### src/rtl/shift_subtract_divider.sv
// Sequential unsigned divider using the restoring shift-subtract algorithm.
// One quotient bit is produced per clock from a single shared trial-subtract
// datapath. A start/busy/done handshake lets the control unit stall while a
// division is in flight. Divide-by-zero completes in one cycle with a flag.
module shift_subtract_divider #(
  parameter int WIDTH = 16
) (
  input  logic             clk,
  input  logic             reset,
  input  logic             start,
  input  logic [WIDTH-1:0] dividend,
  input  logic [WIDTH-1:0] divisor,
  output logic             busy,
  output logic             done,
  output logic [WIDTH-1:0] quotient,
  output logic [WIDTH-1:0] remainder,
  output logic             div_by_zero
);

  localparam int CW = $clog2(WIDTH + 1);

  localparam logic [1:0] S_IDLE = 2'd0;
  localparam logic [1:0] S_RUN  = 2'd1;
  localparam logic [1:0] S_DONE = 2'd2;

  logic [1:0]       state;
  // The restoring algorithm keeps the partial remainder strictly below the
  // divisor, so its top bit is always zero; only the low WIDTH bits are stored
  // and the WIDTH+1-bit trial/difference carries the extra bit.
  logic [WIDTH-1:0] partial_rem;
  logic [WIDTH-1:0] shift_reg;    // dividend bits out at MSB, quotient bits in at LSB
  logic [WIDTH-1:0] divisor_reg;
  logic [CW-1:0]    count;

  logic [WIDTH:0]   trial;
  logic [WIDTH:0]   diff;
  logic             borrow;
  logic [WIDTH-1:0] rem_next;
  logic [WIDTH-1:0] shift_next;
  logic [CW-1:0]    count_next;

  // Trial-subtract datapath: one restoring iteration per cycle.
  always_comb begin
    // NOTE: every signal written here gets a value on every path, so no latch is inferred.
    trial      = {partial_rem, shift_reg[WIDTH-1]};
    diff       = trial - {1'b0, divisor_reg};
    borrow     = diff[WIDTH];
    rem_next   = borrow ? trial[WIDTH-1:0] : diff[WIDTH-1:0];
    shift_next = {shift_reg[WIDTH-2:0], ~borrow};
    count_next = count - 1'b1;
  end

  // Handshake outputs decode directly from the state, so reset clears them at once.
  always_comb begin
    busy = (state == S_RUN);
    done = (state == S_DONE);
  end

  // Control FSM, iteration registers and held result registers.
  always_ff @(posedge clk or posedge reset) begin
    // NOTE: sequential state uses non-blocking assignments so all registers update together.
    if (reset) begin
      state       <= S_IDLE;
      partial_rem <= '0;
      shift_reg   <= '0;
      divisor_reg <= '0;
      count       <= '0;
      quotient    <= '0;
      remainder   <= '0;
      div_by_zero <= 1'b0;
    end else begin
      case (state)
        S_IDLE, S_DONE: begin
          if (start) begin
            shift_reg   <= dividend;
            divisor_reg <= divisor;
            partial_rem <= '0;
            count       <= CW'(WIDTH);
            if (divisor == '0) begin
              // Zero divisor finishes immediately with saturated quotient.
              state       <= S_DONE;
              div_by_zero <= 1'b1;
              quotient    <= '1;
              remainder   <= dividend;
            end else begin
              state <= S_RUN;
            end
          end else begin
            state <= S_IDLE;
          end
        end

        S_RUN: begin
          partial_rem <= rem_next;
          shift_reg   <= shift_next;
          count       <= count_next;
          if (count_next == '0) begin
            // Last iteration: publish results as DONE is entered.
            state       <= S_DONE;
            quotient    <= shift_next;
            remainder   <= rem_next;
            div_by_zero <= 1'b0;
          end
        end

        default: state <= S_IDLE;
      endcase
    end
  end

endmodule

### config.mk
export PLATFORM = sky130hd
export DESIGN_NAME = shift_subtract_divider
export DESIGN_NICKNAME = d
export VERILOG_FILES = /design/src/rtl/shift_subtract_divider.sv
export SDC_FILE = /design/constraint.sdc
export NUM_CORES = 1
export LEC_CHECK = 0
export CORE_AREA = 2 2 108 79
export CTS_BUF_LIST = sky130_fd_sc_hd__clkbuf_4
export CTS_CLUSTER_SIZE = 25
export DETAILED_ROUTE_END_ITERATION = 12
export DIE_AREA = 0 0 110 81
export PLACE_DENSITY = 0.87
export SLEW_MARGIN = 15
export SYNTH_ARGS = -nofsm -noshare
export SYNTH_HDL_FRONTEND = slang
export SYNTH_SLANG_ARGS = --single-unit
### constraint.sdc
create_clock -name clk -period 10 [get_ports clk]
set_clock_uncertainty 0.1 [all_clocks]
set_input_delay 3 -clock clk [delete_from_list [all_inputs] [get_ports clk]]
set_output_delay 3 -clock clk [all_outputs]
set_load 0.02 [all_outputs]
# Word level (Yosys, flattened, before mapping)
# Cells that the tools add are included.
# totals
wordCells	47
output_inout_bits	35
reg_bits	88
input_bits	35
# op_classes
addsub	2
n_mux	23
bitwise	1
reduce_logical	8
eq_ne	5
# op_table
operator	count
two-way mux 16 bit	9
one-hot mux 16 bit (2 select lines)	4
subtractor 17 x 16 -> 17 bit	1
logical NOT 16 bit	1
one-hot mux 5 bit (2 select lines)	1
two-way mux 2 bit	3
logical NOT 5 bit	1
two-way mux 5 bit	1
subtractor 5 x 1 -> 5 bit (second input constant)	1
!= test 2 bit (second input constant)	2
one-hot mux 2 bit (2 select lines)	1
AND reduction 2 bit	2
AND reduction 4 bit	1
two-way mux 1 bit	3
equality test 2 x 1 -> 1 bit (second input constant)	1
equality test 2 bit (second input constant)	1
logical NOT 2 bit	1
!= test 2 x 1 -> 1 bit (second input constant)	1
one-hot mux 1 bit (2 select lines)	1
nonzero test 2 bit	1
OR reduction 2 bit	1
NOT 1 bit	1

# Logic depth before layout (Yosys ltp)
# logic_depth
depth_word	4
depth_mapped	10
depth_no_buf	10

# Worst setup path after synthesis
# Ideal clock, no wire load.
# synth_timing
path_kind	register to output
startpoint	register state[1]
endpoint	output port busy
path_slack_ns	5.514
t_required_ns	6.900
stages_incl_launch_ff	6
path_buffers	3
t_arrival_ns	1.386
cell_sequence	dfrtp_1 > nand2b_1 > clkbuf_8 > inv_1 > clkbuf_1 > clkbuf_1
# synth_via
elab_chain_cells	1
# synth_rtl
item	line_no	text
start: declaration	26	logic [1:0] state;
start signal: assignment	63	state <= S_IDLE;
start signal: assignment	81	state <= S_DONE;
start signal: assignment	86	state <= S_RUN;
equality test 2 x 1 -> 1 bit	55	busy = (state == S_RUN);
end: declaration	13	output logic busy,
# No other way between the ends.

# Worst setup path in the final report
# layout_timing
startpoint	input port start
endpoint	register remainder[14]
# layout_via
elab_chain_cells	2
# layout_rtl
item	line_no	text
start: declaration	10	input logic start,
!= test 2 bit (no source line)	-	
AND reduction 4 bit (no source line)	-	
end signal: assignment	84	remainder <= dividend;
end signal: assignment	101	remainder <= rem_next;
end: declaration	16	output logic [WIDTH-1:0] remainder,
# No other way between the ends.
# A chain may end at the register's enable or synchronous reset.

==> reports/metrics.cfg <==
[logic_synthesis]
synth_seq_cells=88
netlist_instances=514
yosysTopAreaCell=dfrtp_1
synth_top_flop_cell=dfrtp_1
synth.distinct_cells=50
syn_avg_cell_area_um2=9.12
async_reset_ff_share_pct=100
ys_warn_count=0
synth_edf_count=0
synth_area_mm2=0.00469
synth_area_leaders=dfrtp_1 (47%), nand2_1 (7.5%), o21ai_0 (5.3%)
yosys.area.top_type_share_pct=47.0
ys_seq_area_share_pct=47.0
synth_nets=568

[power_and_ir_drop]
p_seq_share_pct=28.3
swShare_pct=46.9
cellPowerDensity_mw_per_mm2=410
max-vdd-ir-drop_v=0.000210
p_sw_w=0.00108
clockPowerShare_pct=10.2
p_int_w=0.00122
p_leak_nw=2.46
p_comb_share_pct=61.5

[clock_network]
postCtsResizedCells=0
clk_pin_slew_worst_paths_ps=150
clk-insertion-delay-late_ps=430
cts_tree=built
cts.path.max_buffers=2
cts.sinks=88
clock_tree.htree_level_count=3
cts_root_buf=clkbuf_4
ctsHoldBuffers=0
postCtsSetupRepairBufs=0
cts_inserted_buffers=9

[sta]
fin_hold_ws_ps=409
slew_headroom_pct=30.7
tns_ps=0
period_minus_slack_ps=5400
fmax_mhz=185
worstMarginPinSlew_ps=1040
period_share_pct=54.0
setup_viol=0
hold_viol_final=0
rsz0062_at_grt=false
slew_violations=0

[final_layout]
layout.nets=625
syn2layout_area_growth_pct=19.3
n_antenna_cell=0
final_common_cell=nand2_1
stdcell_area_mm2=0.00559
layout-drive-gt1-share_pct=6.08
mostFrequentLayoutCells=nand2_1 (93), dfrtp_1 (88), clkdlybuf4s50_1 (69), o21ai_0 (50), nor2_1 (47)

[detailed_routing]
dr.pass1.iters=5
drt-vias-per-instance=6.07
dr.first_iter.drc_count=447
wl_um=12000
vias=4132
post_drt_wl_per_cell_um=17.7
final_antenna_net_count=0
drc=0

[setup_path]
cp_slowest_cell=nor2b_4
cp_num_buf_inv=1
cp_top_family=simple AND/OR/NAND/NOR gates
path_max_fanout=51
critical_path_class=in -> reg
cp-start-kind=input port
required_ps=10260
critPathCaptureType=register
worstPathArrival_ps=5660
critPathMaxStageDelay_ps=840
path_cells=clkdlybuf4s50_1 > nor2b_4 > nand2_4 > nand2_2 > o21ai_0 > o211ai_1

[placement]
dp_hpwl_um=8480
portBuffers=69
place_congestion=0.933
postPlaceCellArea_mm2=0.00542

[hold_path]
hold_path_class=reg -> reg

[die]
start_util_pct=58.4
dieArea_mm2=0.00891
ioPinCount=70
dieHeight_um=81
core_mm2=0.00802
rows=28
die_x_um=110

[outcome]
status=finished clean

[global_route]
grt_usage_pct=28.7
antenna_found_initial=0
grt_pass1_vias=4090
grt_pass1_wl_um=19700
overflow=0
grt_start_max_net_pins=89

[flow_run]
maxCapViolCount=0

## cell type report
| cell class | instances | area (µm²) |
|---|---|---|
| clock buffers | 9 | 67.6 |
| clock inverters | 7 | 101 |
| fillers | 625 | 2430 |
| inverters | 24 | 91.3 |
| multi-input cells | 375 | 2270 |
| flip-flops and latches | 88 | 2200 |
| well taps | 105 | 131 |
| repair buffers | 73 | 724 |
## power by group through the flow
| stage | clock network, W | logic [W] | registers, W |
|---|---|---|---|
| final | 0.000234 | 0.00141 | 0.000650 |
| after global placement | 0 | 0.00131 | 0.000645 |
| after CTS | 0.000236 | 0.00140 | 0.000646 |
| after detailed placement | 0 | 0.00138 | 0.000653 |
| after global routing | 0.000250 | 0.00155 | 0.000667 |
| after floorplan | 0 | 0.000965 | 0.000681 |
## logic make-up (layout without fill, tap and decap cells)
kind of cell / count (synthesis) / count (layout) / synth area share (%)
simple gates: 179 / 179 / 16.7
compound gates: 144 / 144 / 19.4
flops: 88 / 88 / 47.0
buf+inv: 51 / 113 / 4.75
fa+ha+maj: 19 / 19 / 5.23
xor+xnor: 17 / 17 / 3.58
mux: 16 / 16 / 3.42
## synthesized netlist by cell type (2+ instances only)
library cell,n
a21o_1,3
a21oi_1,25
a22oi_1,4
a2bb2oi_1,2
a31oi_1,16
a32oi_1,2
a41oi_1,2
and2_2,2
clkbuf_1,22
clkbuf_8,2
dfrtp_1,88
ha_1,18
inv_1,24
mux2i_1,16
nand2_1,94
nand2b_1,10
nand3_1,7
nor2_1,47
nor2b_1,4
nor3_1,3
nor4_1,4
o2111ai_1,3
o211ai_1,4
o21a_1,5
o21ai_0,50
o22a_1,10
o22ai_1,10
xnor2_1,10
xor2_1,6
## worst paths after layout
kind,start,endpoint,slack [ps],cells after the start
setup reg to reg,shift_reg[15],remainder[2],6720,10
hold reg to reg,quotient[1],quotient[1],410,1
hold / removal,quotient[1],quotient[1],410,1
max in group asynchronous,reset,partial_rem[6],6260,3
setup / recovery,start,remainder[14],4600,6
min in group asynchronous,reset,quotient[7],2990,3
## per-stage QoR
| step | worst slack, ps | instances | util [%] | power [W] |
|---|---|---|---|---|
| after CTS | 4270 | 681 | 69.6 | 0.00228 |
| after floorplan | 4620 | 514 | - | 0.00165 |
| final | 4600 | 681 | 69.7 | 0.00230 |
| after global routing | 4340 | 681 | 69.7 | 0.00247 |
| after detailed placement | 3810 | 665 | 67.5 | 0.00203 |
| after global placement | 3910 | 665 | 67.5 | 0.00196 |
## layer usage
layer	GRT usage, %	up-vias	routed length [µm]
met4	7.09	0	172
met3	5.14	20	834
met2	46.1	179	5690
met1	40.6	2033	5340
li1	-	1900	-
met5	0	-	0
(Power assumes the default switching activity.)
